===== src/rtl/uart_pkg.sv =====
// Shared UART definitions: receiver/transmitter state encodings, baud-rate
// derivation helpers and the 3-sample majority vote.
package uart_pkg;

    typedef enum logic [2:0] {
        ST_IDLE      = 3'd0,
        ST_START     = 3'd1,
        ST_DATA      = 3'd2,
        ST_STOP      = 3'd3,
        ST_WAIT_IDLE = 3'd4
    } uart_state_t;

    // Wide enough for CLOCKS_PER_BAUD = 1666 and a few slower baud rates.
    localparam int CNT_W = 13;

    function automatic int clocks_per_baud(input int clk_hz, input int baud);
        return clk_hz / baud;
    endfunction

    function automatic int half_baud(input int clk_hz, input int baud);
        return clocks_per_baud(clk_hz, baud) / 2;
    endfunction

    function automatic logic majority3(input logic [2:0] v);
        return (v[0] & v[1]) | (v[0] & v[2]) | (v[1] & v[2]);
    endfunction

endpackage


===== src/rtl/uart_rx_sync.sv =====
// Two-flop synchronizer for the serial line plus a two-deep history so each
// bit decision is a majority over three consecutive synchronized samples.
module uart_rx_sync
    import uart_pkg::*;
(
    input  logic i_clk,
    input  logic i_rst_n,
    input  logic i_rx,
    output logic rxs,
    output logic rx_maj
);

    logic       meta;
    logic [1:0] hist;

    // Everything resets to 1 so a reset looks like an idle line, not a start bit.
    always_ff @(posedge i_clk) begin
        if (!i_rst_n) begin
            meta <= 1'b1;
            rxs  <= 1'b1;
            hist <= 2'b11;
        end else begin
            meta <= i_rx;
            rxs  <= meta;
            hist <= {hist[0], rxs};
        end
    end

    assign rx_maj = majority3({hist, rxs});

endmodule


===== src/rtl/uart_rx.sv =====
// 8N1 UART receiver: start detection on the synchronized line, mid-bit
// majority sampling, one-cycle o_valid / o_frame_err strobes.
module uart_rx
    import uart_pkg::*;
#(
    parameter int BAUD        = 9_600,
    parameter int INPUT_CLOCK = 16_000_000
) (
    input  logic       i_clk,
    input  logic       i_rst_n,
    input  logic       i_rx,
    output logic [7:0] o_data,
    output logic       o_valid,
    output logic       o_frame_err,
    output logic       o_busy
);

    localparam int CLOCKS_PER_BAUD = clocks_per_baud(INPUT_CLOCK, BAUD);
    localparam int HALF_BAUD       = half_baud(INPUT_CLOCK, BAUD);

    localparam logic [CNT_W-1:0] CPB_C  = CNT_W'(CLOCKS_PER_BAUD);
    localparam logic [CNT_W-1:0] HALF_C = CNT_W'(HALF_BAUD);

    logic rxs;
    logic rx_maj;

    uart_rx_sync u_sync (
        .i_clk   (i_clk),
        .i_rst_n (i_rst_n),
        .i_rx    (i_rx),
        .rxs     (rxs),
        .rx_maj  (rx_maj)
    );

    uart_state_t      state,   state_n;
    logic [CNT_W-1:0] counter, counter_n;
    logic [2:0]       bit_idx, bit_idx_n;
    logic [7:0]       shreg,   shreg_n;
    logic [7:0]       data_n;
    logic             valid_n;
    logic             ferr_n;

    always_ff @(posedge i_clk) begin
        if (!i_rst_n) begin
            state       <= ST_IDLE;
            counter     <= '0;
            bit_idx     <= '0;
            shreg       <= '0;
            o_data      <= '0;
            o_valid     <= 1'b0;
            o_frame_err <= 1'b0;
        end else begin
            state       <= state_n;
            counter     <= counter_n;
            bit_idx     <= bit_idx_n;
            shreg       <= shreg_n;
            o_data      <= data_n;
            o_valid     <= valid_n;
            o_frame_err <= ferr_n;
        end
    end

    always_comb begin
        state_n   = state;
        counter_n = counter;
        bit_idx_n = bit_idx;
        shreg_n   = shreg;
        data_n    = o_data;
        valid_n   = 1'b0;
        ferr_n    = 1'b0;

        case (state)
            ST_IDLE: begin
                counter_n = '0;
                if (!rxs) begin
                    state_n   = ST_START;
                    counter_n = CNT_W'(1);
                end
            end

            // Re-check the start bit at its centre so a short glitch is ignored.
            ST_START: begin
                counter_n = counter + 1'b1;
                if (counter == HALF_C) begin
                    if (rx_maj) begin
                        state_n   = ST_IDLE;
                        counter_n = '0;
                    end else begin
                        state_n   = ST_DATA;
                        counter_n = CNT_W'(1);
                        bit_idx_n = '0;
                    end
                end
            end

            ST_DATA: begin
                counter_n = counter + 1'b1;
                if (counter == CPB_C) begin
                    shreg_n   = {rx_maj, shreg[7:1]};
                    counter_n = CNT_W'(1);
                    bit_idx_n = bit_idx + 3'd1;
                    if (bit_idx == 3'd7) begin
                        state_n = ST_STOP;
                    end
                end
            end

            // Returning to IDLE right at the stop sample lets a back-to-back
            // start edge be seen on the very next cycle.
            ST_STOP: begin
                counter_n = counter + 1'b1;
                if (counter == CPB_C) begin
                    counter_n = '0;
                    if (rx_maj) begin
                        data_n  = shreg;
                        valid_n = 1'b1;
                        state_n = ST_IDLE;
                    end else begin
                        ferr_n  = 1'b1;
                        state_n = ST_WAIT_IDLE;
                    end
                end
            end

            ST_WAIT_IDLE: begin
                counter_n = '0;
                if (rxs) begin
                    state_n = ST_IDLE;
                end
            end

            default: begin
                state_n   = ST_IDLE;
                counter_n = '0;
            end
        endcase
    end

    assign o_busy = (state != ST_IDLE);

endmodule


===== config.mk =====
export PLATFORM = sky130hd
export DESIGN_NAME = uart_rx
export DESIGN_NICKNAME = d
export VERILOG_FILES = /design/src/rtl/uart_pkg.sv /design/src/rtl/uart_rx_sync.sv /design/src/rtl/uart_rx.sv
export SDC_FILE = /design/constraint.sdc
export NUM_CORES = 1
export LEC_CHECK = 0
export CORE_MARGIN = 3
export CORE_UTILIZATION = 61
export DETAILED_ROUTE_END_ITERATION = 12
export PLACE_DENSITY = 0.87
export SLEW_MARGIN = 30
export SYNTH_ARGS = -nofsm -noshare
export SYNTH_HDL_FRONTEND = slang
export SYNTH_SLANG_ARGS = --single-unit

===== constraint.sdc =====
create_clock -name i_clk -period 3.4 [get_ports i_clk]
set_input_delay 1.02 -clock i_clk [delete_from_list [all_inputs] [get_ports i_clk]]
set_output_delay 1.02 -clock i_clk [all_outputs]
set_load 0.005 [all_outputs]

### Word level (Yosys, flattened, before mapping)

Cells that the tools add are included.

* input port bits: 3
* output and inout port bits: 11
* logic and storage cells: 60
* register bits after elaboration: 41

* bitwise logic cells: 5
* add/subtract/negate cells: 2
* reduce and logical (&&, ||, !) cells: 8
* multiplexer cells: 21
* eq/ne operators: 14

Operator list (count)
* $pmux 13 s4: 1
* $mux 13: 3
* $mux 3: 10
* $pmux 3 s5: 1
* $add 13x1->13 const B: 1
* $eq 13x10->1 const B: 1
* $eq 13x11->1 const B: 1
* $ne 2x2->1 const B: 6
* $eq 3x2->1 const B: 2
* $eq 3x3->1 const B: 2
* $pmux 3 s2: 1
* $reduce_and 3->1: 2
* $reduce_and 6->1: 1
* $mux 1: 4
* $reduce_and 4->1: 1
* $add 3x1->3 const B: 1
* $and 1x1->1: 3
* $eq 3x1->1 const B: 1
* $logic_not 3->1: 1
* $reduce_bool 3->1: 1
* $mux 2: 1
* $ne 2x1->1 const B: 1
* $or 1x1->1: 2
* $reduce_and 2->1: 1
* $reduce_bool 2->1: 1

### Logic depth before layout (Yosys ltp)

* word-level depth: 6
* gate-level depth with buffers: 7
* gate-level depth less buffers: 6

### Cells and area by module

A second synthesis with hierarchy kept.

* cell total of the unflattened synthesis: 196
* area, all modules: 1815.5 um^2

By module, submodules not included
* uart_rx: area an instance 1699.1 um^2, cells an instance 187, times used 1, seq. area each 740.7 um^2
* uart_rx_sync: area an instance 116.4 um^2, cells an instance 9, times used 1, seq. area each 80.1 um^2

### Worst setup path before layout

Ideal clock, no wire load.

* kind: input port to flip-flop
* from: input i_rst_n
* to: register counter[10]
* setup slack: 1504 ps
* path buffers: 2
* required time: 3322 ps
* stages: 4
* arrival: 1818 ps
* setup time: 78 ps
* cell sequence: clkbuf_1 > nand2b_1 > clkbuf_1 > nor3_1

RTL lines
* start: declaration: RTL line uart_rx.sv:10 `input logic i_rst_n,`
* end signal: assignment: RTL line uart_rx.sv:54 `counter <= counter_n;`
* end: declaration: RTL line uart_rx.sv:36 `logic [CNT_W-1:0] counter, counter_n;`

### Worst setup path in the final report

* from: register state[2]
* to: output o_busy

* cells in the longest elaborated chain, start to end: 1

Ends and longest elaborated chain
* start: declaration: RTL line uart_rx.sv:35 `uart_state_t state, state_n;`
* start signal: assignment: RTL line uart_rx.sv:53 `state <= state_n;`
* $reduce_bool 3->1: RTL line uart_rx.sv:139 `assign o_busy = (state != ST_IDLE);`
* end: declaration: RTL line uart_rx.sv:15 `output logic o_busy`

No other way between the ends.

==> impl_metrics.py <==
metrics = {
    "place": {
        "hpwlAfterDp_um": 2700,
        "port_buffers": 13,
        "placedCellCount": 255,
        "gp_routability_congestion": 0.817,
        "pre_cts_ws_ns": 0.911,
    },
    "die": {
        "chipHeight_um": 62,
        "io_pins": 14,
        "placementRows": 19,
        "core_um2": 2880,
        "die_w_um": 62,
        "die_area_um2": 3840,
        "initial_core_util_pct": 66.5,
    },
    "timing": {
        "fmaxAchievable_mhz": 381,
        "fin_skew_ns": 0.0106,
        "tns_ns": 0,
        "tightest_slew_ns": 0.580,
        "setup_viol": 0,
        "period_share_pct": 77.3,
        "setup_ws_ns": 0.772,
        "final_max_slew_viol_count": 0,
        "hold_viol_final": 0,
        "rsz0062_at_grt": "no",
        "slew_headroom_pct": 61.0,
        "fin_hold_ws_ns": 0.438,
        "period_needed_ns": 2.63,
    },
    "min_path": {
        "hold_class": "register to register",
        "holdPathStages": 1,
    },
    "grt": {
        "grt_pass1_vias": 1472,
        "antenna_found_initial": 0,
        "gr-usage-all-layers_pct": 23.1,
        "grt_start_max_net_pins": 24,
        "gr-total-overflow": 0,
        "grt_pass1_wl_um": 6390,
    },
    "logic_synthesis": {
        "netlist-cell-type-count": 42,
        "netlist_area_um2": 1910,
        "ys.flop_type": "dfxtp_1",
        "synthCells": 212,
        "ys_warn_count": 0,
        "post-synth-top-area-fraction_pct": 42.9,
        "synth_common_cells": "41 x dfxtp_1, 26 x nand2_1, 15 x nor3_1",
        "post-synth-top-count-cell": "dfxtp_1",
        "synthArstFlopShare_pct": 0,
        "ys_seq_area_share_pct": 42.9,
        "syn_area_per_cell_um2": 9.02,
        "synth_area_leader_cell": "dfxtp_1",
        "ys_ff_latch": 41,
        "synth-edff-count": 0,
        "syn-num-nets": 220,
        "synthTopCellsByArea": "dfxtp_1 43%, nand2_1 5.1%, mux2i_1 4.7%, nor3_1 3.9%, ha_1 3.3%",
    },
    "power": {
        "p_per_area_nw_per_um2": 363,
        "ir_worst_vdd_uv": 311,
        "power_frac_seq_pct": 64.1,
        "p_leak_nw": 0.782,
        "power_uw": 758,
        "combPwrFrac_pct": 3.5,
        "switchingPower_uw": 168,
        "sw_frac_of_total_pct": 22.2,
        "clkPwrFrac_pct": 32.4,
        "p_int_uw": 590,
    },
    "setup_path": {
        "reg2reg_depth": 4,
        "worstPathRequired_ns": 2.38,
        "max_stage_delay_ns": 0.45,
        "timing.rr.end": "o_data[1]",
        "cp-endpoint": "o_busy",
        "crit_fanout": 10,
        "r2r_slack_ns": 1.09,
        "critPathSlowestCell": "clkdlybuf4s50_1",
        "r2r-start": "counter[2]",
        "setup.worst_path.end_class": "output pin",
        "worstSetupPathType": "register to output pin",
        "crit_start": "state[2]",
        "startpoint_type": "register",
        "crit_arrival_ns": 1.61,
        "cp_cell_sequence": "or3_1 -> clkdlybuf4s50_1",
    },
    "layout": {
        "finalNonFillerCells": 262,
        "syn_to_final_growth_pct": 9.29,
        "fillCellCount": 232,
        "layout-drive-gt1-share_pct": 8.18,
        "diodes": 0,
        "layout.nets": 228,
    },
    "routing": {
        "drtIter0Drc": 106,
        "wl_per_cell_um": 14.6,
        "num_vias": 1540,
        "drt-pass1-iter-count": 4,
        "drt_wl_total_um": 3830,
        "drc": 0,
        "via_per_inst": 5.88,
        "final_antenna_net_count": 0,
    },
    "clock_network": {
        "worstSkewPairLatency_ns": 0.36,
        "clockRootBuffer": "clkbuf_4",
        "cts_tree": "done",
        "numCtsBuffers": 5,
        "holdBufCountCts": 0,
        "cts_resized": 0,
        "post_cts_buffers": 0,
        "clock-sinks": 41,
        "ctsHtreeMaxLevel": 2,
        "clockBufferDepth": 2,
        "clkSlewWorstSetupHoldPaths_ns": 0.11,
    },
    "run": {
        "cap_violations": 0,
    },
    "outcome": {
        "status": "completed",
    },
}
[critical path, delay by kind of cell, from the launching register on]
family,cells,cell delay [ns]
buffers and inverters,1,0.45
AND/OR/NAND/NOR,1,0.39
flip-flops,1,0.41
[state kept, by name, summed over array words and instances, names as in the netlist]
name and flops:
counter 13, o_data 8, shreg 8, bit_idx 3, state 3, u_sync.hist 2
o_frame_err 1, o_valid 1, u_sync.meta 1, u_sync.rxs 1
[area by class of cell]
| class | instances | area [um2] | share of cell area [%] |
|---|---|---|---|
| clock buffers | 7 | 55.1 | 2.63 |
| inverters | 4 | 15.0 | 0.718 |
| repair buffers | 14 | 138 | 6.58 |
| well taps | 42 | 52.6 | 2.51 |
| multi-input cells | 154 | 1010 | 48.3 |
| flip-flops and latches | 41 | 821 | 39.3 |
[layer usage]
metal | routed length, um | GRT usage [%] | vias to the layer above
li1 | - | - | 761
met1 | 1640 | 26.7 | 742
met2 | 1970 | 39.1 | 29
met3 | 125 | 4.96 | 8
met4 | 92 | 13.3 | 0
met5 | 0 | 0 | -
[cell families (layout without fill, tap and decap cells)]
kind of cell / after synthesis / count (layout) / synth area share (%)
simple gates: 98 / 98 / 28.6
flops: 41 / 41 / 42.9
compound gates: 29 / 29 / 10.1
buf+inv: 17 / 25 / 4.32
xor+xnor: 11 / 11 / 5.04
mux: 10 / 10 / 5.30
fa+ha+maj: 6 / 6 / 3.79
[power groups by stage]
stage	clock network (mW)	logic [mW]	registers (mW)
after floorplan	0	0.0213	0.495
after global placement	0	0.0249	0.497
after detailed placement	0	0.0264	0.497
after CTS	0.250	0.0266	0.486
after global routing	0.274	0.0296	0.487
final	0.246	0.0264	0.486
[layout by cell type, fill, tap and decap left out, types with 6 or more instances in the layout]
cell and n:
nand4_1 6, dfxtp_1 41, xor2_1 6, nand2_1 26
nor3_1 15, nor2_1 8, mux2i_1 9, nand2b_1 7
o21ai_0 8, clkdlybuf4s50_1 13, nand3_1 12, a21oi_1 10
and3_1 7
[worst min path at each step]
| stage | startpoint | endpoint | slack, ns |
|---|---|---|---|
| 6_report | u_sync.meta | u_sync.rxs | 0.44 |
| 5_1_grt | u_sync.meta | u_sync.rxs | 0.46 |
| 4_1_cts | u_sync.meta | u_sync.rxs | 0.44 |
| 3_5_place_dp | u_sync.meta | u_sync.rxs | 0.40 |
| 3_3_place_gp | u_sync.meta | u_sync.rxs | 0.39 |
| 2_1_floorplan | u_sync.meta | u_sync.rxs | 0.39 |
[through the flow]
stage | util [%] | instance area [um2]
global placement | 70.8 | 2040
detailed placement | 70.8 | 2040
finish | 72.7 | 2090
CTS | 72.7 | 2090
global route | 72.7 | 2090
floorplan | - | 1910
(Power assumes the default switching activity.)
==> variant, RTL diff (config.mk and constraints unchanged) <==
`shreg` and `o_data` no longer have a reset.
--- a/src/rtl/uart_rx.sv
+++ b/src/rtl/uart_rx.sv
@@ -45,19 +45,20 @@
             state       <= ST_IDLE;
             counter     <= '0;
             bit_idx     <= '0;
-            shreg       <= '0;
-            o_data      <= '0;
             o_valid     <= 1'b0;
             o_frame_err <= 1'b0;
         end else begin
             state       <= state_n;
             counter     <= counter_n;
             bit_idx     <= bit_idx_n;
-            shreg       <= shreg_n;
-            o_data      <= data_n;
             o_valid     <= valid_n;
             o_frame_err <= ferr_n;
         end
+    end
+
+    always_ff @(posedge i_clk) begin
+        shreg  <= shreg_n;
+        o_data <= data_n;
     end
 
     always_comb begin
Behaviour: no difference found for any inputs over 10 cycles, from zero or initial values and one cycle with i_rst_n low; that may be too few to reach the edited logic, so the function may still have changed.
==> variant against the original RTL <==
Setup slack worse by 0.080 ns; sequential cell count unchanged; power up 5.3%; largest cell class is now registers; wire length down 10%; critical path type unchanged; highest routed layer unchanged; area after synthesis down 2.7%; via count down 17%; design area down 1.7%; worst hold slack worse by 0.0053 ns.
==> variant: results (changes against the original RTL) <==
metric	value	unit	change
status	finished clean		
met2 Track Usage GR	32.2	%	-6.9 points
Synth top cells by count	25 x dfxtp_1, 16 x edfxtp_1, 10 x nor2_1, 10 x nor3_2		
CP arrival	1.69	ns	+0.08 ns
DRT iter0 DRCs	30		-72%
top_reg_cell synth	dfxtp_1		
Pleak	0.705	nW	-9.9%
Hold Crit Depth	1		unchanged
delay-heaviest family, CP	buffers and inverters		
Post-DP HPWL	2510	µm	-7.0%
Via density	6.12		+4.2%
top cells by area, synth	dfxtp_1 27%, edfxtp_1 26%, nor3_2 5.4%		
final hold viol count	0		unchanged
Global Route Usage Sum	20.6	%	-2.5 points
met3 Use GR	6.92	%	+2.0 points
Final Skew	0.00780	ns	-0.00276 ns
net count after synthesis	170		-23%
worst-margin pin slew	0.896	ns	+0.316 ns
number of flops mapped to enable cells by yosys	16		+16
Slew Viols, Final	0		unchanged
CTS Buf Count	5		unchanged
slowest stage cell, crit path	dfxtp_1		
grt met1 use	24.8	%	-2.0 points
CTS Root Cell	clkbuf_4		
Max VDD drop	380	µV	+22%
biggest regs	counter (13), o_data (8), shreg (8)		
first-pass GRT wire length	5580	µm	-13%
sequential share of the synthesized area	52.7	%	+9.8 points
fraction of layout cells with a size suffix above 1	16.3	%	+8.1 points
GPL Wtd Cong	0.829		+1.5%
vias in the first global route	1217		-17%
dpl ws	0.800	ns	-0.110 ns
ys async rst share	0	%	unchanged
DRT Wirelength	3430	µm	-10%
n_diodes	0		unchanged
hold path start	u_sync.meta		
Nets	185		-19%
Synth cell types	41		-2.4%
CTS clk-pin slew, worst paths	0.12	ns	
R2R Path End	o_data[2]		
CP peak stage delay	0.55	ns	+0.10 ns
H-tree depth	2		unchanged
largest net degree at the start of global routing	16		-33%
Fillers	183		-21%
R2R Setup Slk	1.05	ns	-0.04 ns
variant: cell types whose count changed in the layout (fill, tap and decap cells not counted), sizes merged, moves of 8 or more:
cell / change
o21ai: -8
dfxtp: -16
mux2i: -9
nand2: -17
edfxtp: +16
a21oi: -9
variant: kinds of logic after synthesis:
kind of cell             count (synthesis)  share of synthesized area, %
flip-flops                              41                          52.7
XOR/XNOR                                11                          5.17
buffers and inverters                   15                          4.44
AO/OA/AOI/OAI                           12                          6.79
adder cells (fa/ha/maj)                  6                          3.90
AND/OR/NAND/NOR                         76                          26.4
multiplexers                             1                         0.605
variant: how the worst max path moves through the flow:
stage / start / endpoint / slack (ns) / cells past startpoint
after floorplan: counter[2] / o_data[0] / 1.05 / 4
after global placement: i_rst_n / counter[2] / 0.90 / 4
after detailed placement: i_rst_n / state[1] / 0.80 / 4
after CTS: state[1] / o_busy / 0.71 / 3
after global routing: state[1] / o_busy / 0.62 / 3
final: state[1] / o_busy / 0.69 / 3
variant: layout make-up:
class / instances / area share, %
clock buffer: 7 / 2.68
clock inverter: 1 / 0.305
inverter: 8 / 1.46
multi-input combinational: 106 / 38.9
sequential: 41 / 47.7
tap: 31 / 1.89
timing repair buffer: 15 / 7.06
variant: through the flow:
step / cells / area (µm²) / hold WS [ns]
floorplan: 162 / 1860 / 0.386
global placement: 201 / 1990 / 0.395
detailed placement: 201 / 1990 / 0.393
CTS: 209 / 2050 / 0.433
global route: 209 / 2050 / 0.443
finish: 209 / 2050 / 0.433
variant: routing by layer:
metal,part of all wire (%),vias up
met5,0,-
met4,2.7,0
met3,5.7,10
met2,49,46
met1,43,590
li1,-,634
variant: worst reg2reg max path, cell delays in order (launching register included):
cell and delay [ns]:
dfxtp_1 0.43, nor4_1 0.82, nand4_1 0.34, nor4_1 0.26, buf_4 0.22
variant: power by group:
group	internal, mW	leakage [nW]	switching, mW
Sequential	0.509	0.346	0.00310
Combinational	0.0111	0.324	0.0185
Clock	0.102	0.0358	0.155
